--- src/rtl/spi_master_ctrl_pkg.sv ---
// Shared definitions for the SPI master: FSM states, frame geometry,
// command encodings and the frame builder used at accept time.
package spi_master_ctrl_pkg;

    typedef enum logic [1:0] {
        ST_IDLE  = 2'd0,
        ST_SHIFT = 2'd1,
        ST_HOLD  = 2'd2,
        ST_GAP   = 2'd3
    } spi_state_e;

    localparam int   FRAME_BITS = 16;
    localparam int   CMD_BITS   = 8;
    localparam logic CMD_READ   = 1'b1;
    localparam logic CMD_WRITE  = 1'b0;

    // Command byte {addr, rw}, then data; reads send zeros in the data half.
    function automatic logic [FRAME_BITS-1:0] build_frame(
        input logic [6:0] addr,
        input logic       rw,
        input logic [7:0] wdata
    );
        return {addr, rw, (rw == CMD_READ) ? 8'h00 : wdata};
    endfunction

endpackage

--- src/rtl/spi_master_ctrl_clkgen.sv ---
// SPI clock generator: half-period counter producing sclk plus strobes.
// Ports: clk, reset_n (sync, active-low), en; sclk, rise_tick, fall_tick.
module spi_master_ctrl_clkgen #(
    parameter int CLK_DIV = 4
) (
    input  logic clk,
    input  logic reset_n,
    input  logic en,
    output logic sclk,
    output logic rise_tick,
    output logic fall_tick
);

    localparam logic [7:0] TC = 8'(CLK_DIV - 1);

    logic [7:0] cnt_q;
    logic       term;

    assign term      = en && (cnt_q == TC);
    // Strobes mark the cycle whose closing edge flips sclk.
    assign rise_tick = term && !sclk;
    assign fall_tick = term && sclk;

    always_ff @(posedge clk) begin
        if (!reset_n) begin
            cnt_q <= '0;
            sclk  <= 1'b0;
        end else if (!en) begin
            cnt_q <= '0;
            sclk  <= 1'b0;
        end else if (term) begin
            cnt_q <= '0;
            sclk  <= ~sclk;
        end else begin
            cnt_q <= cnt_q + 8'd1;
        end
    end

endmodule

--- src/rtl/spi_master_ctrl.sv ---
// Host-side SPI master: one 16-bit mode-0 frame per accepted start.
// Ports: clk, reset_n, start/rw/addr/wdata in; busy, done, rdata out; SPI pins.
module spi_master_ctrl
    import spi_master_ctrl_pkg::*;
#(
    parameter int CLK_DIV    = 4,
    parameter int GAP_CYCLES = 8
) (
    input  logic       clk,
    input  logic       reset_n,
    input  logic       start,
    input  logic       rw,
    input  logic [6:0] addr,
    input  logic [7:0] wdata,
    output logic       busy,
    output logic       done,
    output logic [7:0] rdata,
    output logic       sclk_out,
    output logic       cs_out,
    output logic       mosi_out,
    input  logic       miso_in
);

    localparam logic [7:0] HOLD_LAST = 8'(CLK_DIV - 1);
    localparam logic [7:0] GAP_PEN   = 8'((GAP_CYCLES >= 2) ? GAP_CYCLES - 2 : 0);
    localparam logic [3:0] LAST_BIT  = 4'(FRAME_BITS - 1);
    localparam logic [3:0] DATA_BIT  = 4'(CMD_BITS);

    spi_state_e       state_q, state_d;
    logic [7:0]       cnt_q;
    logic [3:0]       bit_cnt_q;
    logic [15:0]      shreg_q;
    logic [15:0]      frame;
    logic [7:0]       rx_q;
    logic             rw_q;
    logic             rise_tick, fall_tick;
    logic             load, hold_end, gap_last_d;

    assign frame = build_frame(addr, rw, wdata);

    spi_master_ctrl_clkgen #(.CLK_DIV(CLK_DIV)) u_clkgen (
        .clk       (clk),
        .reset_n   (reset_n),
        .en        (state_q == ST_SHIFT),
        .sclk      (sclk_out),
        .rise_tick (rise_tick),
        .fall_tick (fall_tick)
    );

    assign hold_end = (state_q == ST_HOLD) && (cnt_q == HOLD_LAST);

    // High when the next cycle is the last GAP cycle, so done, busy and
    // rdata all register together and line up with that cycle.
    assign gap_last_d = (GAP_CYCLES == 1) ? hold_end :
                        ((state_q == ST_GAP) && (cnt_q == GAP_PEN) && !done);

    always_comb begin
        state_d = state_q;
        load    = 1'b0;
        unique case (state_q)
            ST_IDLE: begin
                if (start) begin
                    load    = 1'b1;
                    state_d = ST_SHIFT;
                end
            end
            ST_SHIFT: begin
                if (fall_tick && (bit_cnt_q == LAST_BIT)) begin
                    state_d = ST_HOLD;
                end
            end
            ST_HOLD: begin
                if (hold_end) begin
                    state_d = ST_GAP;
                end
            end
            ST_GAP: begin
                if (done) begin
                    state_d = ST_IDLE;
                end
            end
        endcase
    end

    always_ff @(posedge clk) begin
        if (!reset_n) begin
            state_q   <= ST_IDLE;
            cnt_q     <= '0;
            bit_cnt_q <= '0;
            shreg_q   <= '0;
            rx_q      <= '0;
            rw_q      <= 1'b0;
            cs_out    <= 1'b1;
            mosi_out  <= 1'b0;
            busy      <= 1'b0;
            done      <= 1'b0;
            rdata     <= '0;
        end else begin
            state_q <= state_d;

            if (state_d != state_q) begin
                cnt_q <= '0;
            end else if (state_q == ST_HOLD || state_q == ST_GAP) begin
                cnt_q <= cnt_q + 8'd1;
            end else begin
                cnt_q <= '0;
            end

            if (load) begin
                shreg_q   <= frame;
                rw_q      <= rw;
                bit_cnt_q <= '0;
                rx_q      <= '0;
                cs_out    <= 1'b0;
                mosi_out  <= frame[15];
                busy      <= 1'b1;
            end

            // miso is sampled on the rising edge of each data bit.
            if (rise_tick && (bit_cnt_q >= DATA_BIT) && (rw_q == CMD_READ)) begin
                rx_q <= {rx_q[6:0], miso_in};
            end

            if (fall_tick) begin
                shreg_q   <= {shreg_q[14:0], 1'b0};
                mosi_out  <= shreg_q[14];
                bit_cnt_q <= bit_cnt_q + 4'd1;
            end

            if (hold_end) begin
                cs_out   <= 1'b1;
                mosi_out <= 1'b0;
            end

            done <= gap_last_d;
            if (gap_last_d) begin
                busy <= 1'b0;
                if (rw_q == CMD_READ) begin
                    rdata <= rx_q;
                end
            end
        end
    end

endmodule

--- config.mk ---
export PLATFORM = sky130hd
export DESIGN_NAME = spi_master_ctrl
export DESIGN_NICKNAME = d
export VERILOG_FILES = /design/src/rtl/spi_master_ctrl_pkg.sv /design/src/rtl/spi_master_ctrl_clkgen.sv /design/src/rtl/spi_master_ctrl.sv
export SDC_FILE = /design/constraint.sdc
export NUM_CORES = 1
export LEC_CHECK = 0
export CAP_MARGIN = 10
export CORE_MARGIN = 3
export CORE_UTILIZATION = 30
export DETAILED_ROUTE_END_ITERATION = 16
export HOLD_SLACK_MARGIN = 0.08
export PLACE_DENSITY_LB_ADDON = 0.2
export SYNTH_ARGS = -nofsm -noshare
export SYNTH_HDL_FRONTEND = slang
export SYNTH_SLANG_ARGS = --single-unit
--- constraint.sdc ---
create_clock -name clk -period 3.5 [get_ports clk]
set_input_delay 0.525 -clock clk [delete_from_list [all_inputs] [get_ports clk]]
set_output_delay 0.525 -clock clk [all_outputs]
set_load 0.02 [all_outputs]
==> results of run 1 <==
[area by class of cell]
cell class / instances / area [µm²] / share of cell area [%]
clock buffer: 9 / 124 / 4.07
clock inverter: 6 / 57.6 / 1.89
inverter: 5 / 18.8 / 0.617
multi-input combinational: 195 / 1190 / 39.1
sequential: 59 / 1180 / 38.8
tap: 102 / 128 / 4.20
timing repair buffer: 35 / 343 / 11.3
[logic make-up (layout without fill, tap and decap cells)]
group	Yosys count	in the layout	share of synthesized area, %
AOI/OAI and AO/OA	45	45	11.7
xor gates and xnor gates	13	13	4.62
adders and majority gates	5	5	2.54
buffers and inverters	22	55	3.81
DFF	59	59	47.9
muxes	9	9	3.71
and+or+nand+nor	123	123	25.7
[metrics by stage]
| stage | power [µW] | util [%] |
|---|---|---|
| after floorplan | 769 | - |
| after global placement | 811 | 36.4 |
| after detailed placement | 813 | 36.4 |
| after CTS | 1390 | 38.8 |
| after global routing | 1430 | 38.8 |
| final | 1370 | 38.8 |
[power groups by stage]
stage,Combinational (µW),Sequential [µW],Clock [µW]
after floorplan,54.3,715,0
after global placement,97.6,714,0
after detailed placement,98.6,714,0
after CTS,99.1,699,596
after global routing,109,701,624
final,97.4,699,571
[per-layer routing]
metal	track usage (%)	vias to the layer above	share of wire, %
li1	-	1025	-
met1	13.5	914	49
met2	17.4	28	46
met3	3.68	6	4.1
met4	4.64	0	1.7
met5	0	-	0
[state kept, by name, summed over array words and instances (netlist names)]
register / count
u_clkgen.cnt_q: 8
mosi_out: 1
rx_q: 8
state_q: 2
u_clkgen.sclk: 1
busy: 1
rdata: 8
cs_out: 1
cnt_q: 8
shreg_q: 15
bit_cnt_q: 4
done: 1
rw_q: 1
[Yosys cell counts, types with 5 or more instances]
master	number
ha_1	5
a22oi_1	7
nor2_1	27
inv_1	5
a311oi_1	7
clkbuf_1	13
a21oi_1	14
o21ai_0	10
nand4_1	12
mux2i_1	8
nand3_1	18
dfxtp_1	59
nand2_1	42
xor2_1	6
xnor2_1	7
[worst max-delay path: stages]
cell,delay [ns]
clkdlybuf4s50_1,0.46
or3b_2,0.74
nor2_1,0.46
a22oi_1,0.12
a21oi_1,0.17
[cell usage in the layout, fill, tap and decap left out, types with 2 or more instances in the layout]
cell / synthesis / final
ha_1: 5 / 5
mux2i_1: 8 / 8
and3_1: 2 / 2
nor3b_1: 3 / 3
nor3_1: 3 / 3
xnor2_1: 7 / 7
and3_2: 2 / 2
clkinv_2: 0 / 4
a21oi_1: 14 / 14
a311oi_1: 7 / 7
and4_1: 3 / 3
clkdlybuf4s50_1: 0 / 32
clkbuf_8: 0 / 9
nand3_1: 18 / 18
o21ai_0: 10 / 10
dfxtp_1: 59 / 59
buf_4: 0 / 3
nor2_1: 27 / 27
xor2_1: 6 / 6
inv_1: 5 / 5
a22oi_1: 7 / 7
nand2_1: 42 / 42
nand4_1: 12 / 12
[worst max-delay path by stage]
stage                   endpoint              start  cells past startpoint  slack, ns
floorplan           bit_cnt_q[3]  u_clkgen.cnt_q[0]                      6       1.84
global placement      shreg_q[4]              start                      5       0.93
detailed placement    shreg_q[7]              start                      5       0.91
CTS                   shreg_q[3]              start                      5       1.25
global route          shreg_q[5]              start                      5       1.09
finish                shreg_q[3]              start                      5       1.26
==> out/metrics.yaml, run 1 <==
start_util_pct: 31.4
syn_to_final_growth_pct: 23.4
hold_ws_ns: 0.454
cts-buffers-inserted: 9
worstHoldPathCells: 2
io-pin-count: 33
cts_tree: "done"
crit_type: "input pin to register"
synth_area_per_cell_um2: 8.93
setup.reg_to_reg.worst_slack_ns: 1.27
grt_pass1_wl_mm: 8.54
startpoint_type: "input pin"
vias_per_cell: 4.80
core-area_um2: 7850
ctsResizeCount: 0
place_area_um2: 2860
yosys_warnings: 0
comb_power_share_pct: 7.1
maxSlewViolCount: 0
endpoint_kind: "register"
drive_above_1_share_pct: 8.74
yosysSeqAreaShare_pct: 47.9
syn-num-nets: 301
dp.cells: 396
cp_data_arrival_time_ns: 2.49
status: "complete, no violations"
firstDrtPassIters: 4
yosysTopAreaCellShare_pct: 47.9
ys_seq_elements: 59
rsz0062_at_grt: "no"
r2r_end: "bit_cnt_q[3]"
power_density_nw_per_um2: 449
wire_per_inst_um: 12.1
io_buffers: 32
switchingPower_uw: 315
r2r-start: "u_clkgen.cnt_q[0]"
syn_inst: 276
die_area_um2: 9340
grt_pass1_vias: 1859
dpl.hpwl_mm: 3.29
pwr-share-seq_pct: 51.1
track_usage_pct: 10.9
yosysTopAreaCell: "dfxtp_1"
worst_pin_slew_ns: 0.763
die_width_um: 96.6
via_count: 1973
rr_worst_depth: 5
hold_violations: 0
synth_edf_count: 0
ctsHoldBuffers: 0
drcViolationCount: 0
hold_end: "cs_out"
final_cells: 411
p_clk_share_pct: 41.8
nNetsFinal: 330
design_area_um2: 3040
die_h_um: 96.6
place_ws_ns: 0.908
ys_top_cells_by_area: "dfxtp_1 48%, nand2_1 6.4%, nor2_1 4.1%"
grt_overflow: 0
cts_setup_buffers: 0
cts_root_buf: "clkbuf_8"
drt_iter0_drc: 73
drt_wl_total_mm: 4.96
cp_max_fo: 31
clkLatencyLatePin_ns: 0.32
synthDistinctLibCells: 41
fill_cells: 838
swShare_pct: 23.0
required_ns: 3.75
slew_headroom_pct: 49.0
min_path_type: "register to register"
clk_pin_slew_worst_paths_ns: 0.06
h-tree-depth: 3
antenna_found_initial: 0
hp-start: "cs_out"
antennaDiodeCount: 0
rows: 32
p_int_uw: 1050
clock_path_buffers: 2
cts.sinks: 59
p_leak_uw: 0.00105
setup_violations: 0
setup_tns_ns: 0
detail-route-antenna-nets: 0
max_freq_mhz: 446
timing.final.crit_share_pct: 64.1
setup_slack_ns: 1.26
ys_async_sr_fraction_pct: 0
place_congestion: 0.751
period_needed_ns: 2.24
vdd_ir_drop_max_mv: 0.255
synthFlopType: "dfxtp_1"
skew_ns: 0.00512
netlist_area_um2: 2460
drv_cap: 0
grt_max_degree: 35
Power figures use the tool's default switching activity.
==> run 2, diff against run 1 <==
==> constraint.sdc (replaced) <==
create_clock -name clk -period 2.3 [get_ports clk]
set_input_delay 0.345 -clock clk [delete_from_list [all_inputs] [get_ports clk]]
set_output_delay 0.345 -clock clk [all_outputs]
set_load 0.02 [all_outputs]
==> out/metrics.yaml, run 2 (same netlist as run 1, synthesis figures left out) <==
crit_path_max_incr_delay_ns: 0.54
timing.final.crit_share_pct: 81.7
grt_overflow: 0
slew_headroom_pct: 52.5
power_density_nw_per_um2: 693
cp_max_fo: 12
final_cell_mix: "59 x dfxtp_1, 42 x nand2_1, 32 x clkdlybuf4s50_1, 27 x nor2_1, 18 x nand3_1"
dpl.hpwl_mm: 3.44
final_common_cell: "dfxtp_1"
clk_pin_slew_worst_paths_ns: 0.06
antenna_found_initial: 0
status: "complete, no violations"
io-pin-count: 33
io_buffers: 32
p_leak_uw: 0.00109
ctsHoldBuffers: 0
setup_slack_ns: 0.420
endpoint_kind: "register"
start_util_pct: 31.4
startpoint_type: "register"
crit_type: "register to register"
hold_ws_ns: 0.451
grt_max_degree: 34
syn_to_final_growth_pct: 26.0
skew_ns: 0.00932
vias_per_cell: 4.83
place_congestion: 0.730
via_count: 2021
cts_setup_buffers: 0
worst_pin_slew_ns: 0.711
p_total_uw: 2150
antennaDiodeCount: 0
track_usage_pct: 11.5
required_ns: 2.52
crit_buf_inv: 0
h-tree-depth: 3
routed.top_layer: "met4"
cts_root_buf: "clkbuf_8"
die_h_um: 96.6
wl_met3_um: 200
max_freq_mhz: 532
wire_per_inst_um: 12.4
core-area_um2: 7850
largest_register_ffs: 15
rsz0062_at_grt: "no"
met2WireLength_mm: 2.35
path_delay_family: "simple AND/OR/NAND/NOR gates"
clock_path_buffers: 2
cp_data_arrival_time_ns: 2.10
top_register: "shreg_q"
firstDrtPassIters: 4
setup_violations: 0
ctsResizeCount: 0
cts.sinks: 59
drive_above_1_share_pct: 10.1
clkLatencyLatePin_ns: 0.33
min_path_type: "register to register"
maxSlewViolCount: 0
path_common_cell: "and4_1"
grt_pass1_wl_mm: 8.89
drcViolationCount: 0
met1_length_mm: 2.54
rows: 32
drt_iter0_drc: 105
period_needed_ns: 1.88
grt_pass1_vias: 1935
cts_tree: "done"
detail-route-antenna-nets: 0
place_ws_ns: 0.286
crit_slowest_cell: "and4_1"
die_width_um: 96.6
cts-buffers-inserted: 9
nNetsFinal: 337
crit_chain: "ha_1, nor4b_4, and4_1, and4_1, o21bai_1"
drt_wl_total_mm: 5.16
die_area_um2: 9340
setup_tns_ns: 0
final_core_util_pct: 39.6
drv_cap: 0
hold_violations: 0
vdd_ir_drop_max_mv: 0.214
[run 2: per-layer routing]
| layer | global-route usage (%) | up-vias |
|---|---|---|
| met5 | 0 | - |
| met4 | 5.83 | 0 |
| met3 | 2.81 | 9 |
| met2 | 17.6 | 40 |
| met1 | 14.9 | 928 |
| li1 | - | 1044 |
[run 2: per-stage QoR]
| step | cell area (µm²) | cells |
|---|---|---|
| final | 3110 | 418 |
| after CTS | 3110 | 418 |
| after floorplan | 2460 | 276 |
| after global routing | 3110 | 418 |
| after detailed placement | 2910 | 403 |
| after global placement | 2910 | 403 |
[run 2: cell type report]
| cell class | instances | area [µm²] |
|---|---|---|
| Sequential cell | 59 | 1180 |
| Fill cell | 807 | 4740 |
| Multi-Input combinational cell | 195 | 1190 |
| Tap cell | 102 | 128 |
| Inverter | 5 | 18.8 |
| Clock inverter | 2 | 35.0 |
| Timing Repair Buffer | 42 | 395 |
| Clock buffer | 13 | 159 |
[run 2: report_power, final]
group	internal [µW]	total, µW	switching (µW)	leakage, µW
registers	1050	1060	17.3	0.000478
clock network	553	929	376	0.0000995
logic	76.5	158	81.8	0.000513
total	1680	2150	475	0.00109
[run 2: final timing paths]
path	depth (start not counted)	slack [ns]	to	start
setup / recovery	5	0.42	state_q[0]	u_clkgen.cnt_q[0]
hold / removal	2	0.45	cs_out	cs_out
setup reg to reg	5	0.42	state_q[0]	u_clkgen.cnt_q[0]
hold reg to reg	2	0.45	cs_out	cs_out
[run 2: worst reg2reg max path, cell delays in order, from the launching register on]
cell and delay (ns):
dfxtp_1 0.36, ha_1 0.23, nor4b_4 0.29, and4_1 0.54, and4_1 0.29, o21bai_1 0.07
==> run 3, diff against run 2 <==
==> constraint.sdc (replaced) <==
create_clock -name clk -period 1.6 [get_ports clk]
set_input_delay 0.24 -clock clk [delete_from_list [all_inputs] [get_ports clk]]
set_output_delay 0.24 -clock clk [all_outputs]
set_load 0.02 [all_outputs]
==> out/metrics.yaml, run 3 (same netlist as run 1, synthesis figures left out) <==
status: "complete, but fails checks"
violations: "negative setup slack"
rsz0062_at_grt: "yes"
swShare_pct: 23.6
setup_slack_ns: -0.0737
crit_chain: "or4_4, nor3b_4, and3_4, buf_12, mux2i_1"
antennaDiodeCount: 0
syn_to_final_growth_pct: 40.3
drive_above_1_share_pct: 23.1
cts.sinks: 59
top_register: "shreg_q"
antenna_found_initial: 0
cp_max_fo: 8
drcViolationCount: 0
switchingPower_uw: 779
crit_type: "register to register"
fill_cells: 785
grt_pass1_vias: 2031
firstDrtPassIters: 4
crit_path_max_incr_delay_ns: 0.55
dp.cells: 425
die_width_um: 96.6
clock_path_buffers: 2
required_ns: 1.87
cts_root_buf: "clkbuf_8"
core-area_um2: 7850
path_delay_family: "simple AND/OR/NAND/NOR gates"
drv_cap: 0
clk_pin_slew_worst_paths_ns: 0.07
io_buffers: 32
cts-buffers-inserted: 9
vias_per_cell: 4.71
largest_register_ffs: 15
final_common_cell: "dfxtp_1"
period_needed_ns: 1.67
p_total_uw: 3300
vdd_ir_drop_max_mv: 0.391
comb_power_share_pct: 7.8
endpoint_kind: "register"
p_leak_uw: 0.00127
ctsHoldBuffers: 0
power_density_nw_per_um2: 954
grt_overflow: 0
hold_violations: 0
max_freq_mhz: 597
wire_per_inst_um: 12.0
p_clk_share_pct: 45.8
final_cells: 444
detail-route-antenna-nets: 0
setup_violations: 17
pwr-share-seq_pct: 46.4
via_count: 2091
seqCellArea_um2: 1180
skew_ns: 0.0107
grt_pass1_wl_mm: 9.07
drt_wl_total_mm: 5.33
io-pin-count: 33
dpl.hpwl_mm: 3.67
min_path_type: "register to register"
final_cell_mix: "56 x dfxtp_1, 42 x nand2_1, 30 x clkdlybuf4s50_1, 28 x buf_4, 27 x nor2_1"
cts_tree: "done"
timing.final.crit_share_pct: 105
maxSlewViolCount: 0
setup_tns_ns: -0.996
cp_data_arrival_time_ns: 1.94
crit_buf_inv: 1
slew_headroom_pct: 70.4
place_congestion: 0.760
die_area_um2: 9340
multi_input_area_um2: 1280
nNetsFinal: 362
rows: 32
track_usage_pct: 11.8
startpoint_type: "register"
crit_slowest_cell: "or4_4"
clkLatencyLatePin_ns: 0.34
h-tree-depth: 3
die_h_um: 96.6
p_int_uw: 2520
drt_iter0_drc: 89
worst_pin_slew_ns: 0.439
start_util_pct: 31.4
grt_max_degree: 28
==> run 3: metrics by stage <==
| step | utilization (%) | cell area, µm² | hold slack (ns) | setup slack, ns |
|---|---|---|---|---|
| 2_1_floorplan | - | 2490 | 0.380 | -0.0142 |
| 3_3_place_gp | 39.6 | 3110 | 0.443 | -0.228 |
| 3_5_place_dp | 39.6 | 3110 | 0.448 | -0.245 |
| 4_1_cts | 42.7 | 3350 | 0.449 | -0.0792 |
| 5_1_grt | 44.1 | 3460 | 0.474 | -0.126 |
| 6_report | 44.1 | 3460 | 0.456 | -0.0737 |
==> run 3: final cells by class <==
class / count / share of cell area (%)
sequential: 59 / 34.3
multi-input combinational: 195 / 37.1
clock inverter: 7 / 2.97
inverter: 5 / 0.543
clock buffer: 9 / 3.58
timing repair buffer: 67 / 17.8
tap: 102 / 3.69
==> run 3: worst min-delay path: stages, from the launching register on <==
cell and delay [ns]:
dfxtp_1 0.31, nand2_1 0.05, mux2i_1 0.05
==> run 3: repair_timing <==
item	CTS	global route
gates resized for setup	5	20
pin swaps	0	19
setup endpoints to repair	23	47
gates cloned	0	1
buffers inserted	0	3
==> run 3: metal layers <==
| metal | global-route usage, % | wire length [µm] | vias to the layer above | part of all wire [%] |
|---|---|---|---|---|
| met5 | 0 | 0 | - | 0 |
| met4 | 4.86 | 99 | 0 | 1.9 |
| met3 | 4.90 | 246 | 9 | 4.6 |
| met2 | 17.9 | 2380 | 33 | 45 |
| met1 | 14.8 | 2610 | 958 | 49 |
| li1 | - | - | 1091 | - |
==> run 3: power groups by stage <==
stage | clock network (µW) | registers (µW) | logic, µW
2_1_floorplan | 0 | 1560 | 119
3_3_place_gp | 0 | 1560 | 245
3_5_place_dp | 0 | 1560 | 246
4_1_cts | 1560 | 1530 | 250
5_1_grt | 1620 | 1530 | 284
6_report | 1510 | 1530 | 257
==> run 3: worst paths after layout <==
check                start       end  slack, ns  depth (start not counted)
hold reg to reg   rdata[6]  rdata[6]       0.46                          2
setup reg to reg  cnt_q[3]  rdata[7]      -0.07                          5
hold / removal    rdata[6]  rdata[6]       0.46                          2
setup / recovery  cnt_q[3]  rdata[7]      -0.07                          5
